File: config.mk
export PLATFORM = sky130hd
export DESIGN_NAME = io_2to1_flat
export DESIGN_NICKNAME = d
export VERILOG_FILES = /design/src/rtl/io_2to1_if.sv /design/src/rtl/io_2to1.sv /design/src/flat_wrapper.sv
export SDC_FILE = /design/constraint.sdc
export NUM_CORES = 1
export LEC_CHECK = 0
export ABC_AREA = 1
export CORE_ASPECT_RATIO = 1.1
export CORE_MARGIN = 2
export CORE_UTILIZATION = 53
export CTS_BUF_LIST = sky130_fd_sc_hd__clkbuf_4 sky130_fd_sc_hd__clkbuf_8
export CTS_CLUSTER_DIAMETER = 150
export DETAILED_ROUTE_END_ITERATION = 6
export PLACE_DENSITY_LB_ADDON = 0.15
export RECOVER_POWER = 100
export SYNTH_ARGS = -nofsm -noshare
export SYNTH_HDL_FRONTEND = slang
export SYNTH_HIERARCHICAL = 1
export SYNTH_SLANG_ARGS = --single-unit
File: constraint.sdc
create_clock -name clk -period 2.34 [get_ports clk]
set_clock_uncertainty 0.2 [all_clocks]
set_input_delay 0.468 -clock clk [delete_from_list [all_inputs] [get_ports clk]]
set_output_delay 0.468 -clock clk [all_outputs]
set_load 0.01 [all_outputs]
File: src/rtl/io_2to1_if.sv
// One message channel: source/destination address, payload, redundancy, and a
// four-phase req/ack handshake. The message originator uses master.
`ifndef NS_ADDRESS_SIZE
`define NS_ADDRESS_SIZE 8
`endif
`ifndef NS_DATA_SIZE
`define NS_DATA_SIZE 8
`endif
`ifndef NS_REDUN_SIZE
`define NS_REDUN_SIZE 4
`endif

interface io_2to1_if #(
  parameter int ASZ = `NS_ADDRESS_SIZE,
  parameter int DSZ = `NS_DATA_SIZE,
  parameter int RSZ = `NS_REDUN_SIZE
) ();
  logic [ASZ-1:0] src;
  logic [ASZ-1:0] dst;
  logic [DSZ-1:0] dat;
  logic [RSZ-1:0] red;
  logic           req;
  logic           ack;

  modport master (output src, dst, dat, red, req, input ack);
  modport slave  (input src, dst, dat, red, req, output ack);
endinterface

File: src/rtl/io_2to1.sv
// Traffic harness for a 2-to-1 merge node: two counting sources and one
// checking sink with sticky error flags and first-sequence-error capture.
`ifndef NS_ADDRESS_SIZE
`define NS_ADDRESS_SIZE 8
`endif
`ifndef NS_DATA_SIZE
`define NS_DATA_SIZE 8
`endif
`ifndef NS_REDUN_SIZE
`define NS_REDUN_SIZE 4
`endif

module calc_redun #(
  parameter int ASZ = 8,
  parameter int DSZ = 8,
  parameter int RSZ = 4
) (
  input  logic [ASZ-1:0] i_src,
  input  logic [ASZ-1:0] i_dst,
  input  logic [DSZ-1:0] i_dat,
  output logic [RSZ-1:0] o_red
);
  localparam int W = 2*ASZ + DSZ;
  logic [W-1:0] w_vec;
  assign w_vec = {i_src, i_dst, i_dat};

  // Bit j of the message folds into redundancy bit j mod RSZ.
  always_comb begin
    o_red = '0;
    for (int j = 0; j < W; j++) o_red[j % RSZ] = o_red[j % RSZ] ^ w_vec[j];
  end
endmodule

module io_2to1_src #(
  parameter int SRC_ADDR = 9,
  parameter int DST_ADDR = 1,
  parameter int ASZ = 8,
  parameter int DSZ = 8,
  parameter int RSZ = 4
) (
  input logic        clk,
  input logic        reset,
  io_2to1_if.master  m
);
  typedef enum logic [1:0] {S_LOAD, S_RED, S_REQ, S_REL} st_t;
  localparam logic [ASZ-1:0] LP_SRC = ASZ'(SRC_ADDR);
  localparam logic [ASZ-1:0] LP_DST = ASZ'(DST_ADDR);

  st_t            r_st, w_nxt;
  logic [3:0]     r_cnt;
  logic [DSZ-1:0] r_dat;
  logic [RSZ-1:0] r_red, w_red;
  logic           r_req, w_req;

  calc_redun #(.ASZ(ASZ), .DSZ(DSZ), .RSZ(RSZ)) u_red (
    .i_src(LP_SRC), .i_dst(LP_DST), .i_dat(r_dat), .o_red(w_red));

  always_ff @(posedge clk) begin
    if (reset) begin
      r_st  <= S_LOAD;
      r_cnt <= '0;
      r_dat <= '0;
      r_red <= '0;
      r_req <= 1'b0;
    end else begin
      r_st  <= w_nxt;
      r_req <= w_req;
      if (r_st == S_LOAD) begin
        r_dat <= DSZ'(r_cnt);
        r_cnt <= r_cnt + 4'd1;
      end
      if (r_st == S_RED) r_red <= w_red;
    end
  end

  always_comb begin
    w_nxt = r_st;
    case (r_st)
      S_LOAD: w_nxt = S_RED;
      S_RED:  w_nxt = S_REQ;
      S_REQ:  if (r_req && m.ack) w_nxt = S_REL;
      S_REL:  if (!m.ack) w_nxt = S_LOAD;
      default: w_nxt = S_LOAD;
    endcase
  end

  // req is registered so it rises one edge after entering REQ.
  always_comb w_req = (r_st == S_REQ) && !(r_req && m.ack);

  assign m.src = LP_SRC;
  assign m.dst = LP_DST;
  assign m.dat = r_dat;
  assign m.red = r_red;
  assign m.req = r_req;
endmodule

module io_2to1 #(
  parameter int SRC0_ADDR = 9,
  parameter int SRC1_ADDR = 10,
  parameter int DST_ADDR  = 1,
  parameter int ASZ = `NS_ADDRESS_SIZE,
  parameter int DSZ = `NS_DATA_SIZE,
  parameter int RSZ = `NS_REDUN_SIZE
) (
  input  logic       clk,
  input  logic       reset,
  io_2to1_if.master  o0,
  io_2to1_if.master  o1,
  io_2to1_if.slave   i0,
  output logic [3:0] dbg_leds,
  output logic [3:0] dbg_disp0,
  output logic [3:0] dbg_disp1
);
  typedef enum logic [1:0] {K_IDLE, K_CALC, K_CHK, K_ACK} kst_t;
  localparam logic [ASZ-1:0] LP_S0  = ASZ'(SRC0_ADDR);
  localparam logic [ASZ-1:0] LP_S1  = ASZ'(SRC1_ADDR);
  localparam logic [ASZ-1:0] LP_DST = ASZ'(DST_ADDR);

  io_2to1_src #(.SRC_ADDR(SRC0_ADDR), .DST_ADDR(DST_ADDR), .ASZ(ASZ), .DSZ(DSZ), .RSZ(RSZ))
    u_src0 (.clk(clk), .reset(reset), .m(o0));
  io_2to1_src #(.SRC_ADDR(SRC1_ADDR), .DST_ADDR(DST_ADDR), .ASZ(ASZ), .DSZ(DSZ), .RSZ(RSZ))
    u_src1 (.clk(clk), .reset(reset), .m(o1));

  kst_t           r_st, w_nxt;
  logic [ASZ-1:0] r_src, r_dst;
  logic [DSZ-1:0] r_dat;
  logic [RSZ-1:0] r_red, r_cred, w_cred;
  logic           r_ack, w_ack;
  logic [3:0]     r_leds, r_disp0, r_disp1, r_last0, r_last1;
  logic           r_seq_seen;
  logic           w_is0, w_is1, w_bad, w_err0, w_err1;
  logic [3:0]     w_rx, w_exp0, w_exp1;

  calc_redun #(.ASZ(ASZ), .DSZ(DSZ), .RSZ(RSZ)) u_red (
    .i_src(r_src), .i_dst(r_dst), .i_dat(r_dat), .o_red(w_cred));

  always_comb begin
    w_is0  = (r_src == LP_S0);
    w_is1  = (r_src == LP_S1);
    w_rx   = r_dat[3:0];
    w_exp0 = r_last0 + 4'd1;
    w_exp1 = r_last1 + 4'd1;
    w_bad  = !(w_is0 || w_is1) || (r_dst != LP_DST) || (r_red != r_cred) ||
             ((r_dat >> 4) != '0);
    w_err0 = w_is0 && (w_rx != w_exp0);
    w_err1 = w_is1 && (w_rx != w_exp1);
  end

  always_ff @(posedge clk) begin
    if (reset) begin
      r_st <= K_IDLE;
      r_src <= '0; r_dst <= '0; r_dat <= '0; r_red <= '0; r_cred <= '0;
      r_ack <= 1'b0;
      r_leds <= '0; r_disp0 <= '0; r_disp1 <= '0;
      r_last0 <= 4'hF; r_last1 <= 4'hF;
      r_seq_seen <= 1'b0;
    end else begin
      r_st  <= w_nxt;
      r_ack <= w_ack;
      if (r_st == K_IDLE && w_nxt == K_CALC) begin
        r_src <= i0.src; r_dst <= i0.dst; r_dat <= i0.dat; r_red <= i0.red;
      end
      if (r_st == K_CALC) r_cred <= w_cred;
      if (r_st == K_CHK) begin
        r_leds[3] <= r_leds[3] | w_bad;
        r_leds[1] <= r_leds[1] | w_err0;
        r_leds[2] <= r_leds[2] | w_err1;
        if ((w_err0 || w_err1) && !r_seq_seen) begin
          r_seq_seen <= 1'b1;
          r_disp0    <= w_is0 ? w_exp0 : w_exp1;
          r_disp1    <= w_rx;
        end
        // Track what arrived, not what was expected, so a resync is visible.
        if (w_is0) r_last0 <= w_rx;
        if (w_is1) r_last1 <= w_rx;
      end
      r_leds[0] <= |r_leds[3:1];
    end
  end

  always_comb begin
    w_nxt = r_st;
    case (r_st)
      K_IDLE: if (i0.req && !r_ack) w_nxt = K_CALC;
      K_CALC: w_nxt = K_CHK;
      K_CHK:  w_nxt = K_ACK;
      K_ACK:  if (r_ack && !i0.req) w_nxt = K_IDLE;
      default: w_nxt = K_IDLE;
    endcase
  end

  always_comb w_ack = (r_st == K_ACK) && !(r_ack && !i0.req);

  assign i0.ack    = r_ack;
  assign dbg_leds  = r_leds;
  assign dbg_disp0 = r_disp0;
  assign dbg_disp1 = r_disp1;
endmodule

File: src/flat_wrapper.sv
// flat-port wrapper written by rule: the top's interface ports become plain ports
module io_2to1_flat 
#(
  parameter int SRC0_ADDR = 9,
  parameter int SRC1_ADDR = 10,
  parameter int DST_ADDR  = 1,
  parameter int ASZ = `NS_ADDRESS_SIZE,
  parameter int DSZ = `NS_DATA_SIZE,
  parameter int RSZ = `NS_REDUN_SIZE
)
  (clk, reset, dbg_leds, dbg_disp0, dbg_disp1, o0_src, o0_dst, o0_dat, o0_red, o0_req, o0_ack, o1_src, o1_dst, o1_dat, o1_red, o1_req, o1_ack, i0_src, i0_dst, i0_dat, i0_red, i0_req, i0_ack);
  io_2to1_if #(.ASZ(ASZ), .DSZ(DSZ), .RSZ(RSZ)) o0_i ();
  io_2to1_if #(.ASZ(ASZ), .DSZ(DSZ), .RSZ(RSZ)) o1_i ();
  io_2to1_if #(.ASZ(ASZ), .DSZ(DSZ), .RSZ(RSZ)) i0_i ();
  input  logic clk;
  input  logic reset;
  output logic [3:0] dbg_leds;
  output logic [3:0] dbg_disp0;
  output logic [3:0] dbg_disp1;
  output wire logic [$bits(o0_i.src)-1:0] o0_src;
  output wire logic [$bits(o0_i.dst)-1:0] o0_dst;
  output wire logic [$bits(o0_i.dat)-1:0] o0_dat;
  output wire logic [$bits(o0_i.red)-1:0] o0_red;
  output wire logic [$bits(o0_i.req)-1:0] o0_req;
  input wire logic [$bits(o0_i.ack)-1:0] o0_ack;
  output wire logic [$bits(o1_i.src)-1:0] o1_src;
  output wire logic [$bits(o1_i.dst)-1:0] o1_dst;
  output wire logic [$bits(o1_i.dat)-1:0] o1_dat;
  output wire logic [$bits(o1_i.red)-1:0] o1_red;
  output wire logic [$bits(o1_i.req)-1:0] o1_req;
  input wire logic [$bits(o1_i.ack)-1:0] o1_ack;
  input wire logic [$bits(i0_i.src)-1:0] i0_src;
  input wire logic [$bits(i0_i.dst)-1:0] i0_dst;
  input wire logic [$bits(i0_i.dat)-1:0] i0_dat;
  input wire logic [$bits(i0_i.red)-1:0] i0_red;
  input wire logic [$bits(i0_i.req)-1:0] i0_req;
  output wire logic [$bits(i0_i.ack)-1:0] i0_ack;
  assign o0_src = o0_i.src;
  assign o0_dst = o0_i.dst;
  assign o0_dat = o0_i.dat;
  assign o0_red = o0_i.red;
  assign o0_req = o0_i.req;
  assign o0_i.ack = o0_ack;
  assign o1_src = o1_i.src;
  assign o1_dst = o1_i.dst;
  assign o1_dat = o1_i.dat;
  assign o1_red = o1_i.red;
  assign o1_req = o1_i.req;
  assign o1_i.ack = o1_ack;
  assign i0_i.src = i0_src;
  assign i0_i.dst = i0_dst;
  assign i0_i.dat = i0_dat;
  assign i0_i.red = i0_red;
  assign i0_i.req = i0_req;
  assign i0_ack = i0_i.ack;
  io_2to1 #(.SRC0_ADDR(SRC0_ADDR), .SRC1_ADDR(SRC1_ADDR), .DST_ADDR(DST_ADDR), .ASZ(ASZ), .DSZ(DSZ), .RSZ(RSZ)) u_core (.clk(clk), .reset(reset), .o0(o0_i), .o1(o1_i), .i0(i0_i), .dbg_leds(dbg_leds), .dbg_disp0(dbg_disp0), .dbg_disp1(dbg_disp1));
endmodule
==> results of run 1 <==
[Yosys cell counts]
master / n
buf_6: 3
inv_2: 2
o22ai_1: 1
o211ai_1: 8
nand4_1: 6
a211oi_1: 1
nand3_1: 51
nand2_2: 2
xnor2_1: 13
nor2_4: 3
ha_1: 14
inv_1: 113
nor2_1: 97
nand2_4: 3
a31oi_1: 2
buf_4: 44
a21oi_1: 41
nor2_2: 16
nand3_2: 1
a21oi_2: 3
conb_1: 4
dfxtp_1: 86
xor2_1: 14
clkbuf_1: 9
o21ai_0: 52
clkbuf_8: 1
nor3_1: 3
nand2_1: 253
[worst max path at each step]
stage / from / to / slack [ns] / depth (start not counted)
6_report: u_core/u_src1/m.dat[2]$_SDFFE_PP0N_ / o1_dat[2] / 0.30 / 1
5_1_grt: i0_req / u_core/r_dat[4]$_SDFFE_PP0P_ / 0.16 / 7
3_3_place_gp: i0_req / u_core/r_dst[7]$_SDFFE_PP0P_ / 0.33 / 7
4_1_cts: u_core/u_src0/m.dat[0]$_SDFFE_PP0N_ / o0_dat[0] / 0.32 / 1
3_5_place_dp: i0_req / u_core/r_dat[4]$_SDFFE_PP0P_ / 0.29 / 7
2_1_floorplan: u_core/r_last1[0]$_SDFFE_PP1P_ / u_core/r_seq_seen$_SDFFE_PP0P_ / 0.58 / 10
[per-layer routing]
| layer | track usage (%) | share of wire [%] | up-vias |
|---|---|---|---|
| met2 | 36.7 | 49 | 91 |
| met4 | 6.85 | 1.5 | 0 |
| li1 | - | - | 2750 |
| met3 | 3.05 | 4.1 | 14 |
| met5 | 0 | 0 | - |
| met1 | 23.3 | 45 | 2047 |
[registers in the layout, indices dropped and copies added (netlist names), 4 cells and up]
name / count
u_core/u_src1/m.dat: 4
u_core/r_src: 8
u_core/dbg_leds: 4
u_core/r_dat: 8
u_core/dbg_disp1: 4
u_core/u_src1/r_cnt: 4
u_core/u_src0/m.red: 4
u_core/u_src0/r_cnt: 4
u_core/r_cred: 4
u_core/u_src1/m.red: 4
u_core/u_src0/m.dat: 4
u_core/r_red: 4
u_core/r_last1: 4
u_core/dbg_disp0: 4
u_core/r_dst: 8
u_core/r_last0: 4
[kinds of logic (layout without fill, tap and decap cells)]
family / after synthesis / in the layout / synth area share, %
compound gates: 108 / 108 / 10.7
xor+xnor: 27 / 27 / 4.39
fa+ha+maj: 14 / 14 / 3.26
buf+inv: 172 / 200 / 15.7
flops: 86 / 86 / 32.0
other cells: 4 / 144 / 0.279
simple gates: 435 / 435 / 33.7
[where the power goes]
part / switching, mW / leakage, nW / internal (mW)
Combinational: 0.982 / 2.60 / 0.690
Sequential: 0.240 / 0.706 / 1.72
Clock: 0.500 / 0.101 / 0.526
[cell type report]
class | instances | area, sq um
Clock buffer | 12 | 146
Clock inverter | 4 | 47.5
Fill cell | 972 | 3370
Inverter | 115 | 432
Multi-Input combinational cell | 728 | 3340
Sequential cell | 86 | 1720
Tap cell | 120 | 150
Timing Repair Buffer | 69 | 682
==> metrics.txt, run 1 <==
pin count of the biggest net entering global routing=a little under 50; crit path max fanout=5; path depth of the worst reg2reg path=9; outcome=finished, final reports clean; Worst setup EP type=output pin; FF-to-FF Start=u_core/r_src[3]$_SDFFE_PP0P_; hold buffers post-CTS=0; VDD IR-drop max=between 0.0003 and 0.0004 V; Post-Syn Instances=approximately 850; setup bufs post-CTS=0; crit path launch type=flop; worst skew pair latency=between 0.3 and 0.4 ns; most frequent cells in the layout=254 x nand2_1, 144 x conb_1, 113 x inv_1; Residual DRC=0; core area=9890 sq um; Worst Hold Class=flop to flop; routed vias=4902; Core Util, Final=65.9%; Worst path max stage delay=between 0.6 and 0.7 ns; worst-path cell chain=dlygate4sd3_1; Fin Setup TNS=0 ns; CTS max path bufs=2; Die Area=11000 sq um; Buf/Inv on CP=1; post-synth top area share=between 30% and 40%; # resized after CTS=0; DP HPWL=7870 microns; post-synth top area cell=dfxtp_1; Design Area, Final=6520 sq um; CP delay by family, top=buffers and inverters; DRT Pass-1 Iters=4; Max Cap Viol=0; layout cells sized above 1=about 4.8%; clock sinks=86; hold path depth=2; final worst-path cycle share=just under 90%; Pwr Density=715 nW/um^2; vias in the first global route=about 4300; vias per cell=4.32; Worst EP arrival=between 1 and 1.5 ns; min-delay src=u_core/r_cred[3]$_SDFFE_PP0P_; Yosys cell types=28; fin crit period=between 2 and 2.5 ns; Syn-to-layout area delta=21.1%; first-pass GRT wire length=17900 microns; Synth Cell Area=approximately 5400 sq um; Syn Area/Cell=roughly 6.4 sq um; number of port buffers=between 60 and 70; fin. max-slew vios=0; placed cells=between 1000 and 1500; dpl ws=roughly 0.29 ns; Die Span Y=~110 microns; commonest non-fill, non-tap cell in the layout=nand2_1; Warnings, synthesis=6; unrepaired setup endpoints after global routing=no; global-route usage over all layers=19.8%; final number of hold-violating endpoints=0; clock slew at reported path FFs=0.08 ns; Data required, critical path=roughly 1.7 ns; post-synthesis sequential area ratio=a little under a third; final hold slack=about 0.27 ns; Yosys reg bits=86; Routed WL=about 10000 microns; Cell Rows=38; final setup violation count=0; post-place instance area=6330 sq um; Num CTS Buffers=9; nets=about 1100; static leakage=between 3 and 4 nW; final cell count without fillers=about 1100; DR iter-0 viols=134; Initial Util=54.4%; initial antenna violation count=0; ranking of synthesized cells by area=dfxtp_1 32%, nand2_1 18%, inv_1 7.9%, nor2_1 6.8%, buf_4 6.1%; Final ANT Viol Nets=0; I/O Pins=104; CTS tree=yes; Worst R2R Setup Slack=0.36 ns; H-tree depth=3; Reg-to-Reg End=u_core/r_last1[1]$_SDFFE_PP1P_; number of antenna diodes=0; GP Congestion=0.833; maximum clock frequency=around 490 MHz; final worst slack=around 0.3 ns; Wirelength per Cell=8.88 microns; gr ovfl total=0; kind of critical path=flop to output pin; slowest cell on the critical path=dlygate4sd3_1; Die X=100 microns; Root Buffer=clkbuf_8; Hold EP=u_core/r_cred[3]$_SDFFE_PP0P_; final total power=4.66 mW
Note: power is estimated with default switching activity, not from simulation.
==> inputs of run 2 (changes only) <==
SKIP_LAST_GASP = 1   (was unset)
==> results of run 2 <==
No change in the layout: final DEF, timing and power equal those of run 1.
